===== src/rtl/wfq_div_stage.sv =====
// WFQ divide stage: per-class weight table plus restoring divider (pkt_len / weight).
// Define WFQ_DIV_POW2_FAST_EN to resolve power-of-two weights in a single cycle.
module wfq_div_stage #(
    parameter int unsigned CLASS_WIDTH  = 5,
    parameter int unsigned PKT_WIDTH    = 16,
    parameter int unsigned WEIGHT_WIDTH = 16
) (
    input  logic                    clk_i,
    input  logic                    rst_i,
    input  logic                    in_valid_i,
    output logic                    in_ready_o,
    input  logic [CLASS_WIDTH-1:0]  in_class_id_i,
    input  logic [PKT_WIDTH-1:0]    in_pkt_len_i,
    input  logic                    cfg_wr_en_i,
    input  logic [CLASS_WIDTH-1:0]  cfg_class_id_i,
    input  logic [WEIGHT_WIDTH-1:0] cfg_weight_i,
    output logic                    out_valid_o,
    output logic [CLASS_WIDTH-1:0]  out_class_id_o,
    output logic [WEIGHT_WIDTH-1:0] out_div_quotient_o,
    output logic [WEIGHT_WIDTH-1:0] out_div_remain_o,
    output logic [15:0]             div_zero_cnt_o
);
    localparam int unsigned ClassIdCount = 2 ** CLASS_WIDTH;
    localparam int unsigned CntWidth     = $clog2(PKT_WIDTH + 1);

    typedef enum logic [1:0] {StIdle, StDiv, StDone} state_e;

    state_e                  state_q, state_d;
    logic [WEIGHT_WIDTH-1:0] weight_q [ClassIdCount];
    logic [CLASS_WIDTH-1:0]  cls_q, cls_d;
    logic [WEIGHT_WIDTH-1:0] wgt_q, wgt_d;
    logic [PKT_WIDTH-1:0]    dvd_q, dvd_d;
    logic [WEIGHT_WIDTH-1:0] prem_q, prem_d;
    logic [CntWidth-1:0]     cnt_q, cnt_d;
    logic [CLASS_WIDTH-1:0]  out_class_q, out_class_d;
    logic [WEIGHT_WIDTH-1:0] out_quo_q, out_quo_d;
    logic [WEIGHT_WIDTH-1:0] out_rem_q, out_rem_d;
    logic [15:0]             zero_cnt_q, zero_cnt_d;

    logic [WEIGHT_WIDTH-1:0] w_sel;
    logic [WEIGHT_WIDTH:0]   trial, diff;
    logic                    ge;
    logic [WEIGHT_WIDTH-1:0] prem_step;
    logic [PKT_WIDTH-1:0]    dvd_step;
    logic                    unused_diff_msb;

    assign w_sel = weight_q[in_class_id_i];

    // One restoring step: the shifted-in dividend bit needs WEIGHT_WIDTH+1 bits of headroom.
    assign trial           = {prem_q, dvd_q[PKT_WIDTH-1]};
    assign diff            = trial - {1'b0, wgt_q};
    assign ge              = trial >= {1'b0, wgt_q};
    assign prem_step       = ge ? diff[WEIGHT_WIDTH-1:0] : trial[WEIGHT_WIDTH-1:0];
    assign dvd_step        = {dvd_q[PKT_WIDTH-2:0], ge};
    assign unused_diff_msb = diff[WEIGHT_WIDTH];

`ifdef WFQ_DIV_POW2_FAST_EN
    logic                    is_pow2;
    logic [WEIGHT_WIDTH-1:0] pkt_ext, pow2_quo, pow2_rem;

    assign pkt_ext  = WEIGHT_WIDTH'(in_pkt_len_i);
    assign is_pow2  = ((w_sel & (w_sel - WEIGHT_WIDTH'(1))) == '0);
    assign pow2_rem = pkt_ext & (w_sel - WEIGHT_WIDTH'(1));

    always_comb begin
        pow2_quo = '0;
        for (int i = 0; i < int'(WEIGHT_WIDTH); i++) begin
            if (w_sel == (WEIGHT_WIDTH'(1) << i)) pow2_quo = pkt_ext >> i;
        end
    end
`endif

    always_comb begin
        state_d     = state_q;
        cls_d       = cls_q;
        wgt_d       = wgt_q;
        dvd_d       = dvd_q;
        prem_d      = prem_q;
        cnt_d       = cnt_q;
        out_class_d = out_class_q;
        out_quo_d   = out_quo_q;
        out_rem_d   = out_rem_q;
        zero_cnt_d  = zero_cnt_q;
        unique case (state_q)
            StIdle: begin
                if (in_valid_i) begin
                    cls_d  = in_class_id_i;
                    wgt_d  = w_sel;
                    dvd_d  = in_pkt_len_i;
                    prem_d = '0;
                    cnt_d  = '0;
                    if (w_sel == '0) begin
                        out_class_d = in_class_id_i;
                        out_quo_d   = '1;
                        out_rem_d   = '0;
                        if (zero_cnt_q != 16'hFFFF) zero_cnt_d = zero_cnt_q + 16'd1;
                        state_d = StDone;
`ifdef WFQ_DIV_POW2_FAST_EN
                    end else if (is_pow2) begin
                        out_class_d = in_class_id_i;
                        out_quo_d   = pow2_quo;
                        out_rem_d   = pow2_rem;
                        state_d     = StDone;
`endif
                    end else begin
                        state_d = StDiv;
                    end
                end
            end
            StDiv: begin
                prem_d = prem_step;
                dvd_d  = dvd_step;
                cnt_d  = cnt_q + CntWidth'(1);
                if (cnt_q == CntWidth'(PKT_WIDTH - 1)) begin
                    out_class_d = cls_q;
                    out_quo_d   = WEIGHT_WIDTH'(dvd_step);
                    out_rem_d   = prem_step;
                    state_d     = StDone;
                end
            end
            StDone:  state_d = StIdle;
            default: state_d = StIdle;
        endcase
    end

    always_ff @(posedge clk_i) begin
        if (rst_i) begin
            state_q     <= StIdle;
            cls_q       <= '0;
            wgt_q       <= '0;
            dvd_q       <= '0;
            prem_q      <= '0;
            cnt_q       <= '0;
            out_class_q <= '0;
            out_quo_q   <= '0;
            out_rem_q   <= '0;
            zero_cnt_q  <= '0;
        end else begin
            state_q     <= state_d;
            cls_q       <= cls_d;
            wgt_q       <= wgt_d;
            dvd_q       <= dvd_d;
            prem_q      <= prem_d;
            cnt_q       <= cnt_d;
            out_class_q <= out_class_d;
            out_quo_q   <= out_quo_d;
            out_rem_q   <= out_rem_d;
            zero_cnt_q  <= zero_cnt_d;
        end
    end

    always_ff @(posedge clk_i) begin
        if (rst_i) begin
            for (int i = 0; i < int'(ClassIdCount); i++) weight_q[i] <= WEIGHT_WIDTH'(1);
        end else if (cfg_wr_en_i) begin
            weight_q[cfg_class_id_i] <= cfg_weight_i;
        end
    end

    assign in_ready_o         = (state_q == StIdle);
    assign out_valid_o        = (state_q == StDone);
    assign out_class_id_o     = out_class_q;
    assign out_div_quotient_o = out_quo_q;
    assign out_div_remain_o   = out_rem_q;
    assign div_zero_cnt_o     = zero_cnt_q;

endmodule


===== config.mk =====
export PLATFORM = sky130hd
export DESIGN_NAME = wfq_div_stage
export DESIGN_NICKNAME = d
export VERILOG_FILES = /design/src/rtl/wfq_div_stage.sv
export SDC_FILE = /design/constraint.sdc
export NUM_CORES = 1
export LEC_CHECK = 0
export BUFFER_PORTS_ARGS = -buffer_cell sky130_fd_sc_hd__buf_2
export CAP_MARGIN = 15
export CORE_MARGIN = 3
export CORE_UTILIZATION = 45
export DETAILED_ROUTE_END_ITERATION = 8
export PLACE_DENSITY = 0.74
export SLEW_MARGIN = 25
export SYNTH_ARGS = -nofsm -noshare
export SYNTH_HDL_FRONTEND = slang
export SYNTH_SLANG_ARGS = --single-unit

===== constraint.sdc =====
create_clock -name clk_i -period 3.6 [get_ports clk_i]
set_clock_uncertainty 0.1 [all_clocks]
set_input_delay 0.54 -clock clk_i [delete_from_list [all_inputs] [get_ports clk_i]]
set_output_delay 0.54 -clock clk_i [all_outputs]
set_load 0.03 [all_outputs]

==> results of run 1 <==
metal layers:
metal | up-vias | routed length, um
li1 | 9139 | -
met5 | - | 46
met1 | 10087 | 32300
met3 | 192 | 7440
met2 | 985 | 38500
met4 | 6 | 3090
per-stage QoR:
step / setup TNS (ns) / hold slack, ns / instance area [um2] / power [W] / instances
after global routing: -0.00350 / 0.0942 / 34200 / 0.0174 / 3495
after CTS: 0 / 0.0638 / 34200 / 0.0170 / 3495
after global placement: -30.84 / 0.337 / 32100 / 0.0103 / 3381
after floorplan: 0 / 0.337 / 29900 / 0.00960 / 2449
final: 0 / 0.0943 / 34300 / 0.0169 / 3497
after detailed placement: -25.77 / 0.344 / 32100 / 0.0103 / 3381
kinds of logic after synthesis:
| family | Yosys count |
|---|---|
| and+or+nand+nor | 1019 |
| DFF | 625 |
| muxes | 259 |
| AOI/OAI and AO/OA | 275 |
| buffers and inverters | 239 |
| adders and majority gates | 20 |
| xor gates and xnor gates | 12 |
flip-flops by register name (all words and copies together) (netlist names):
| name | cells |
|---|---|
| wgt_q | 16 |
| out_div_remain_o | 16 |
| cnt_q | 5 |
| out_class_id_o | 5 |
| state_q | 2 |
| cls_q | 5 |
| weight_q | 512 |
| div_zero_cnt_o | 16 |
| dvd_q | 16 |
| prem_q | 16 |
| out_div_quotient_o | 16 |
worst paths after layout:
kind | endpoint | cells after the start
min reg2reg | out_div_quotient_o[2]$_SDFFE_PP0P_ | 2
max reg2reg | out_div_remain_o[7]$_SDFFE_PP0P_ | 12
max | out_div_remain_o[7]$_SDFFE_PP0P_ | 12
min | dvd_q[11]$_SDFFE_PP0P_ | 3
critical path: cells and delay by family (launching register included):
kind / cells / cell delay, ns
simple gates: 4 / 0.86
flops: 1 / 0.39
buf+inv: 3 / 0.57
compound gates: 4 / 0.96
mux: 1 / 0.48
power by group:
| group | leakage, nW | total, W | switching, W | internal (W) |
|---|---|---|---|---|
| Clock | 1.02 | 0.00671 | 0.00286 | 0.00385 |
| Sequential | 5.81 | 0.00832 | 0.000146 | 0.00818 |
| Combinational | 6.02 | 0.00191 | 0.00118 | 0.000731 |
final cells by class:
type | count | area share [%]
Clock buffer | 84 | 5.27
Multi-Input combinational cell | 1585 | 33.1
Tap cell | 855 | 3.12
Clock inverter | 30 | 0.869
Antenna cell | 2 | 0.0146
Inverter | 43 | 0.471
Sequential cell | 625 | 51.5
Timing Repair Buffer | 273 | 5.64
repair_timing:
item                                    4_1_cts  5_1_grt
endpoints found under the setup margin        9       51
gates resized for setup                       2        6
hold endpoints to repair                      0        0
pin swaps                                     1        1
layout by cell type, fill, tap and decap left out, types with 54 or more instances in the layout:
cell	instances
dfxtp_1	113
clkbuf_16	69
buf_2	96
nand3_1	69
a211oi_1	54
and2_1	485
a21oi_1	64
edfxtp_1	512
nand2_1	113
nor2_1	156
mux4_2	64
mux2i_1	172
buf_4	165
==> summary.txt, run 1 <==
Synthesis
  – Post-Syn Area: 29900 um2
  – Top cells by area, synth: edfxtp_1 (51%), and2_1 (10%), dfxtp_1 (7.6%), mux2i_1 (5.8%), mux4_2 (4.8%)
  – Syn_nets: 2515
  – Top_reg_cell synth: edfxtp_1
  – Synth async-reset ratio: 0%
  – Sequential-to-total area share from yosys stat: 59.0%
  – Multiplexer share of the synthesized area: 11.4%
  – Area leader, netlist: edfxtp_1
  – Top-count cell post-synth: edfxtp_1
  – Avg Inst Size Synth: 12.2 um2
  – Simple-gate portion of the synthesized area: 18.8%
  – EDFF count, synth: 512
  – Yosys top cell area share: 51.4%
  – Synth cell count leaders: edfxtp_1 (512), and2_1 (485), mux2i_1 (172)
  – Distinct cells, synth: 61
  – XOR/XNOR share of the synthesized area: 0.352%
  – Synth Area in Compound Gates: 6.35%
  – Cells after Synth: 2449
  – Synth Warn #: 0
  – Seq cells post-synth: 625
  – Post-synthesis adder-cell area fraction: 0.862%
  – Largest family of logic cells by synthesized area: simple AND/OR/NAND/NOR gates

Clocking
  – Setup bufs post-CTS: 0
  – Clk slew on worst S/H paths: 0.06 ns
  – Cts hold-fix bufs: 0
  – Total CTS buffers: 67
  – Clk sinks: 625
  – H-tree level count: 3
  – CTS tree: done
  – CTS root buf: clkbuf_16
  – Buffer levels on the longest clock path: 3
  – Later-pin clock latency in the skew report: 0.62 ns

Global routing
  – Initial antenna violation count: 6
  – Largest net degree at the start of global routing: 93
  – Remaining Overflow, GRT: 0
  – Global Route met2 Usage: 37.3%
  – GR Util met3: 4.95%
  – Total Routing Usage GR: 23.0%
  – M1 GR Usage: 30.2%
  – Grt peak-use layer: met2
  – First-pass GRT wire length: 123 mm
  – Vias in the first global route: 20317

Place
  – PortBufs: 100
  – Hpwl dp: 54.6 mm
  – Routability cong.: 0.957
  – Setup WS pre-CTS: -0.620 ns

Final layout
  – Sequential cell area: 17600 um2
  – Area delta synth->final: 14.6%
  – Footprint of the multi-input gates: 11300 um2
  – Ratio of cells with drive above 1 in the final layout: 18.9%
  – Nets: 2661
  – Fill cells: 5420
  – Final core occ: 52.7%

Min path
  – Worst min path class: in -> reg
  – Worst Hold Launch: in_pkt_len_i[11]

Route
  – DRT iter0 DRCs: 1989
  – Via count: 20409
  – Detail Route Antenna Nets: 0
  – Via/cell ratio: 5.84
  – Avg WL per Cell: 23.3 um
  – DRC Markers: 0
  – DRT Pass-1 Iters: 6
  – Wirelength, routed: 81.4 mm

Critical path
  – Max stage delay cell, worst path: mux4_2
  – Critical path class: reg -> reg
  – CP arrival: 3.90 ns
  – Reg2Reg Launch Point: weight_q[29][5]$_SDFFCE_PN0P_
  – Critical path origin: weight_q[29][5]$_SDFFCE_PN0P_
  – Cells along the critical path: mux4_2, a22o_1, a221oi_2, buf_4, nand3_1, nor4_2, nand2_2, buf_4, o31a_1, nor2b_1, buf_12, o2bb2ai_1
  – Nature of the critical path endpoint: flip-flop
  – Most used cell, CP: buf_4
  – Crit-path max FO: 11
  – Worst setup SP type: flip-flop
  – Register-to-register setup slack: 0.08 ns
  – Worst path max stage delay: 0.48 ns
  – Worst path required time: 3.97 ns

Power
  – Leakage power: 12.9 nW
  – Maximum vdd drop: 0.000379 V
  – Power per cell area: 495 nW/um2

STA
  – Final Critical Period: 3.52 ns
  – Slew Limit Fails: 0
  – Final cycle utilization of the critical path: 97.9%
  – Peak Freq: 0.284 GHz
  – Worst-Margin Slew: 1.08 ns
  – Final Hold Viols: 0
  – Slew Limit Headroom: 28.2%
  – Post-route worst setup slack: 0.0770 ns
  – Final setup viols: 0

Die
  – Num rows: 93
  – DIE AREA: 69600 um2
  – Core ar.: 65000 um2
  – Io pins: 101
  – Die height: 264 um
  – Initial Utilization: 46.0%
  – Die Wd: 264 um

Flow run
  – Max-Cap Viols: 0

Run status
  – Status: finished, final reports clean
Power figures use the tool's default switching activity.
==> run 2: changes to the inputs <==
--- a/config.mk
+++ b/config.mk
@@ -10,8 +10,7 @@
 export CORE_MARGIN = 3
 export CORE_UTILIZATION = 45
 export DETAILED_ROUTE_END_ITERATION = 8
-export PLACE_DENSITY = 0.74
-export SLEW_MARGIN = 25
+export SLEW_MARGIN = 20
 export SYNTH_ARGS = -nofsm -noshare
 export SYNTH_HDL_FRONTEND = slang
 export SYNTH_SLANG_ARGS = --single-unit
==> run 2 against run 1 <==
Sequential power is essentially flat. Final cell count increased by 0.94%. Register-to-register slack better by 0.06 ns. Core utilization up 0.51 points. First-iteration DRC count decreased by 8.7%. Via count fell by 2.4%. Non-clock buffer count is 22 higher. Largest cell class unchanged.
==> summary.txt, run 2 (synthesis results as in run 1) <==
Run status
  – Status: finished, final reports clean

STA
  – Final Critical Period: 3.46 ns
  – RSZ-0062 raised after global routing: false
  – Final Hold Viols: 0
  – Slew Limit Fails: 0
  – Peak Freq: 0.289 GHz
  – Post-route worst setup slack: 0.138 ns
  – Final cycle utilization of the critical path: 96.2%
  – Hold slack: 0.106 ns
  – Worst-Margin Slew: 1.10 ns
  – Slew Limit Headroom: 26.4%
  – Final setup viols: 0

Power
  – Sequential Power Share: 47.8%
  – Switching power share of the total: 24.5%
  – Maximum vdd drop: 0.000480 V
  – NetSw: 0.00427 W
  – Power per cell area: 504 nW/um2
  – Combinational cell fraction of total power: 11.3%
  – Cell internal pwr: 0.0131 W
  – Leakage power: 13.0 nW
  – Power share of the clock group: 40.9%

Route
  – Via count: 19920
  – Via/cell ratio: 5.64
  – DRC Markers: 0
  – Detail Route Antenna Nets: 0
  – Avg WL per Cell: 24.1 um
  – DRT Pass-1 Iters: 8
  – DRT iter0 DRCs: 1816
  – Wirelength, routed: 85.1 mm

Critical path
  – Reg2Reg Launch Point: weight_q[29][3]$_SDFFCE_PN0P_
  – Crit-path max FO: 5
  – CP arrival: 3.88 ns
  – Reg2reg end: out_div_remain_o[15]$_SDFFE_PP0P_
  – Worst setup SP type: flip-flop
  – Nature of the critical path endpoint: flip-flop
  – Crit path capture: out_div_remain_o[15]$_SDFFE_PP0P_
  – Worst path required time: 4.02 ns
  – Critical path origin: weight_q[29][3]$_SDFFCE_PN0P_
  – R2R cell count: 12
  – Register-to-register setup slack: 0.14 ns
  – Critical path class: reg -> reg

Die
  – Die height: 264 um
  – DIE AREA: 69600 um2
  – Num rows: 93
  – Io pins: 101
  – Core ar.: 65000 um2
  – Die Wd: 264 um
  – Initial Utilization: 46.0%

Clocking
  – CTS root buf: clkbuf_16
  – CTS tree: done
  – Buffer levels on the longest clock path: 3
  – Cts hold-fix bufs: 0
  – Total CTS buffers: 72
  – Clk slew on worst S/H paths: 0.05 ns
  – Later-pin clock latency in the skew report: 0.61 ns
  – Clk sinks: 625
  – H-tree level count: 3

Place
  – Routability cong.: 0.897
  – Hpwl dp: 58.0 mm
  – Setup WS pre-CTS: -0.671 ns
  – Cell area after placement: 32300 um2
  – PortBufs: 100

Final layout
  – Commonest cells after routing, fill and taps aside: edfxtp_1 (512), and2_1 (485), buf_4 (187), mux2i_1 (172), nor2_1 (156)
  – Design area: 34600 um2
  – Commonest non-fill, non-tap cell in the layout: edfxtp_1
  – Largest reg by FF count: weight_q
  – Fill cells: 5483
  – Max reg flops: 512
  – Nets: 2688
  – Ratio of cells with drive above 1 in the final layout: 19.7%
  – Area delta synth->final: 15.7%

Global routing
  – Initial antenna violation count: 4
  – Largest net degree at the start of global routing: 96
  – Remaining Overflow, GRT: 0
  – Total Routing Usage GR: 24.1%
  – Vias in the first global route: 19617
  – First-pass GRT wire length: 126 mm

Flow run
  – Max-Cap Viols: 0

Min path
  – Worst Hold Launch: in_pkt_len_i[15]
  – Worst min path class: in -> reg
## run 2: cell types whose count changed in the layout (fill, tap and decap cells not counted), moves of 2 or more
| cell | before | now |
|---|---|---|
| clkinv_4 | 3 | 1 |
| a221oi_1 | 6 | 10 |
| buf_4 | 165 | 187 |
| clkbuf_1 | 12 | 14 |
| clkbuf_16 | 69 | 77 |
| a221oi_2 | 4 | 0 |
| clkbuf_8 | 2 | 5 |
| inv_4 | 0 | 3 |
## run 2: repair_timing
action,in CTS,in global routing
endpoints found under the setup margin,3,35
setup buffers,0,0
resized for setup,2,5
## run 2: final cells by class
type | instances | area (um2) | area share [%]
Clock inverter | 30 | 233 | 0.673
Inverter | 43 | 161 | 0.467
Clock buffer | 96 | 2050 | 5.92
Antenna cell | 1 | 2.50 | 0.00724
Sequential cell | 625 | 17600 | 51.0
Tap cell | 855 | 1070 | 3.09
Multi-Input combinational cell | 1585 | 11300 | 32.8
Timing Repair Buffer | 295 | 2100 | 6.07
## run 2: how the worst min path moves through the flow
stage / to / slack (ns) / cells after the start
3_3_place_gp: out_div_quotient_o[12]$_SDFFE_PP0P_ / 0.34 / 2
3_5_place_dp: out_div_quotient_o[15]$_SDFFE_PP0P_ / 0.35 / 2
5_1_grt: dvd_q[12]$_SDFFE_PP0P_ / 0.09 / 3
2_1_floorplan: cls_q[0]$_SDFFE_PP0P_ / 0.34 / 2
4_1_cts: dvd_q[15]$_SDFFE_PP0P_ / 0.08 / 3
6_report: dvd_q[15]$_SDFFE_PP0P_ / 0.11 / 3
## run 2: metrics by stage
step	total power, W	cells	TNS (ns)	utilization [%]
after floorplan	0.00960	2449	0	-
after global placement	0.0104	3403	-30.28	49.6
after detailed placement	0.0104	3403	-27.94	49.6
after CTS	0.0175	3529	0	53.1
after global routing	0.0180	3529	0	53.2
final	0.0174	3530	0	53.2
## run 2: worst max-delay path: stages, from the launching register on
cell,delay (ns)
edfxtp_1,0.41
mux4_2,0.47
a22o_1,0.26
a221oi_1,0.23
buf_4,0.16
nand3_1,0.14
nor4_4,0.32
nand2_2,0.15
buf_4,0.17
o31a_1,0.29
buf_4,0.17
or3_1,0.37
a21oi_1,0.13
## run 2: layer usage
| layer | routed length, um | track usage, % |
|---|---|---|
| met5 | 0 | 0 |
| met3 | 6060 | 4.91 |
| met4 | 3880 | 10.5 |
| met1 | 35000 | 31.7 |
| met2 | 40200 | 38.8 |
## run 2: power groups by stage
stage          clock [W]  sequential [W]  combinational [W]
2_1_floorplan          0         0.00841            0.00119
3_5_place_dp           0         0.00848            0.00196
3_3_place_gp           0         0.00846            0.00193
4_1_cts          0.00723         0.00833            0.00197
6_report         0.00712         0.00833            0.00197
5_1_grt          0.00751         0.00836            0.00211
==> run 3: changes to the inputs <==
--- a/config.mk
+++ b/config.mk
@@ -5,7 +5,7 @@
 export SDC_FILE = /design/constraint.sdc
 export NUM_CORES = 1
 export LEC_CHECK = 0
-export BUFFER_PORTS_ARGS = -buffer_cell sky130_fd_sc_hd__buf_2
+export BUFFER_PORTS_ARGS = -buffer_cell sky130_fd_sc_hd__clkbuf_2
 export CAP_MARGIN = 15
 export CORE_MARGIN = 3
 export CORE_UTILIZATION = 45
==> run 3 against run 2 <==
Maximum frequency decreased by 0.51%. Critical path depth unchanged. Setup slack got worse by 0.018 ns. Worst hold slack got worse by 0.011 ns. Core utilization increased by 0.063 points. Clock power increased by 1%. Total power increased by 0.41%. Critical endpoint unchanged.
==> summary.txt, run 3 (synthesis results as in run 1) <==
Final layout
  – Commonest non-fill, non-tap cell in the layout: edfxtp_1
  – Max reg flops: 512
  – Nets: 2684
  – Ratio of cells with drive above 1 in the final layout: 19.8%
  – Fill cells: 5472
  – Footprint of the multi-input gates: 11400 um2
  – Area delta synth->final: 15.8%
  – Diodes inserted: 0
  – Commonest cells after routing, fill and taps aside: edfxtp_1 (512), and2_1 (485), buf_4 (183), mux2i_1 (172), nor2_1 (156)
  – Largest reg by FF count: weight_q
  – Sequential cell area: 17600 um2

Clocking
  – Setup bufs post-CTS: 0
  – Total CTS buffers: 70
  – Clk sinks: 625
  – CTS tree: done
  – CTS root buf: clkbuf_16
  – Buffer levels on the longest clock path: 3
  – Later-pin clock latency in the skew report: 0.62 ns
  – Clk slew on worst S/H paths: 0.06 ns
  – H-tree level count: 3
  – Cts hold-fix bufs: 0

Die
  – DIE AREA: 69600 um2
  – Core ar.: 65000 um2
  – Initial Utilization: 46.0%
  – Io pins: 101
  – Num rows: 93
  – Die height: 264 um
  – Die Wd: 264 um

Route
  – Via/cell ratio: 5.67
  – Via count: 19988
  – DRC Markers: 0
  – DRT Pass-1 Iters: 5
  – DRT iter0 DRCs: 1951
  – Avg WL per Cell: 24.0 um
  – Wirelength, routed: 84.5 mm
  – Detail Route Antenna Nets: 0

Place
  – Setup WS pre-CTS: -0.617 ns
  – Routability cong.: 0.934
  – Hpwl dp: 57.8 mm
  – PortBufs: 100

STA
  – Post-route worst setup slack: 0.120 ns
  – Slew Limit Fails: 0
  – Final Hold Viols: 0
  – RSZ-0062 raised after global routing: true
  – Hold slack: 0.0957 ns
  – Final setup viols: 0
  – Peak Freq: 0.287 GHz
  – Final cycle utilization of the critical path: 96.7%
  – Slew Limit Headroom: 29.2%
  – Final Critical Period: 3.48 ns
  – Worst-Margin Slew: 1.06 ns

Global routing
  – First-pass GRT wire length: 126 mm
  – Total Routing Usage GR: 24.1%
  – Remaining Overflow, GRT: 0
  – Initial antenna violation count: 3
  – Largest net degree at the start of global routing: 131
  – Vias in the first global route: 19652

Critical path
  – Cells along the critical path: mux4_2, a22o_1, a221oi_1, buf_4, nand3_1, nor4_2, nand2_2, buf_4, o31a_1, buf_4, or3_1, a21oi_1
  – Most used cell, CP: buf_4
  – Worst path required time: 4.02 ns
  – Nature of the critical path endpoint: flip-flop
  – CP arrival: 3.90 ns
  – Worst path max stage delay: 0.47 ns
  – Crit-path max FO: 4
  – Critical path class: reg -> reg
  – R2R cell count: 12
  – Worst setup SP type: flip-flop
  – Max stage delay cell, worst path: mux4_2

Min path
  – Worst min path class: in -> reg
  – WHS Path Cells: 3

Power
  – Leakage power: 13.0 nW
  – Pwr Total: 0.0175 W
  – Maximum vdd drop: 0.000446 V
  – Power per cell area: 505 nW/um2

Flow run
  – Max-Cap Viols: 0

Run status
  – Status: finished, final reports clean
## run 3: cell count changes in the layout (fill, tap and decap cells not counted), moves of 3 or more
cell,before,now
clkbuf_2,0,96
inv_4,3,0
bufinv_16,3,7
buf_4,187,183
clkbuf_1,14,11
clkbuf_16,77,74
clkinv_2,8,13
buf_2,96,0
## run 3: per-layer routing
layer | vias to the layer above | global-route usage [%] | part of all wire [%]
met2 | 674 | 40.0 | 49
met4 | 0 | 8.79 | 3.7
li1 | 9198 | - | -
met3 | 129 | 3.64 | 6.2
met1 | 9987 | 32.1 | 41
met5 | - | 0 | 0
## run 3: what timing repair did
action / in CTS / in global routing
gates resized for setup: 0 / 11
endpoints found under the hold margin: 0 / 0
setup endpoints to repair: 0 / 42
## run 3: through the flow
stage / utilization [%] / instance area, um2 / std cells / setup TNS, ns
2_1_floorplan: - / 29900 / 2449 / 0
3_3_place_gp: 49.6 / 32300 / 3401 / -25.57
3_5_place_dp: 49.6 / 32300 / 3401 / -25.33
4_1_cts: 53.1 / 34600 / 3524 / 0
5_1_grt: 53.2 / 34600 / 3524 / -0.0333
6_report: 53.2 / 34600 / 3524 / 0
## run 3: final cells by class
class / instances / share of cell area, %
clock buffer: 88 / 5.59
clock inverter: 35 / 1.03
inverter: 43 / 0.466
multi-input combinational: 1585 / 32.8
sequential: 625 / 50.9
tap: 855 / 3.09
timing repair buffer: 293 / 6.09
## run 3: where the power goes
group,internal (W),total (W),switching [W]
clock network,0.00430,0.00720,0.00290
logic,0.000764,0.00197,0.00120
registers,0.00818,0.00833,0.000147
## run 3: final timing paths
path	startpoint	endpoint	slack (ns)
max	weight_q[29][5]$_SDFFCE_PN0P_	out_div_remain_o[15]$_SDFFE_PP0P_	0.12
min	in_pkt_len_i[12]	dvd_q[12]$_SDFFE_PP0P_	0.1
max reg2reg	weight_q[29][5]$_SDFFCE_PN0P_	out_div_remain_o[15]$_SDFFE_PP0P_	0.12
min reg2reg	out_div_quotient_o[0]$_SDFFE_PP0P_	out_div_quotient_o[0]$_SDFFE_PP0P_	0.35
## run 3: worst max-delay path, delay by kind of cell, from the launching register on
kind / cells / cell delay [ns]
AND/OR/NAND/NOR: 4 / 0.98
multiplexers: 1 / 0.47
flip-flops: 1 / 0.37
buffers and inverters: 3 / 0.51
AO/OA/AOI/OAI: 4 / 0.95
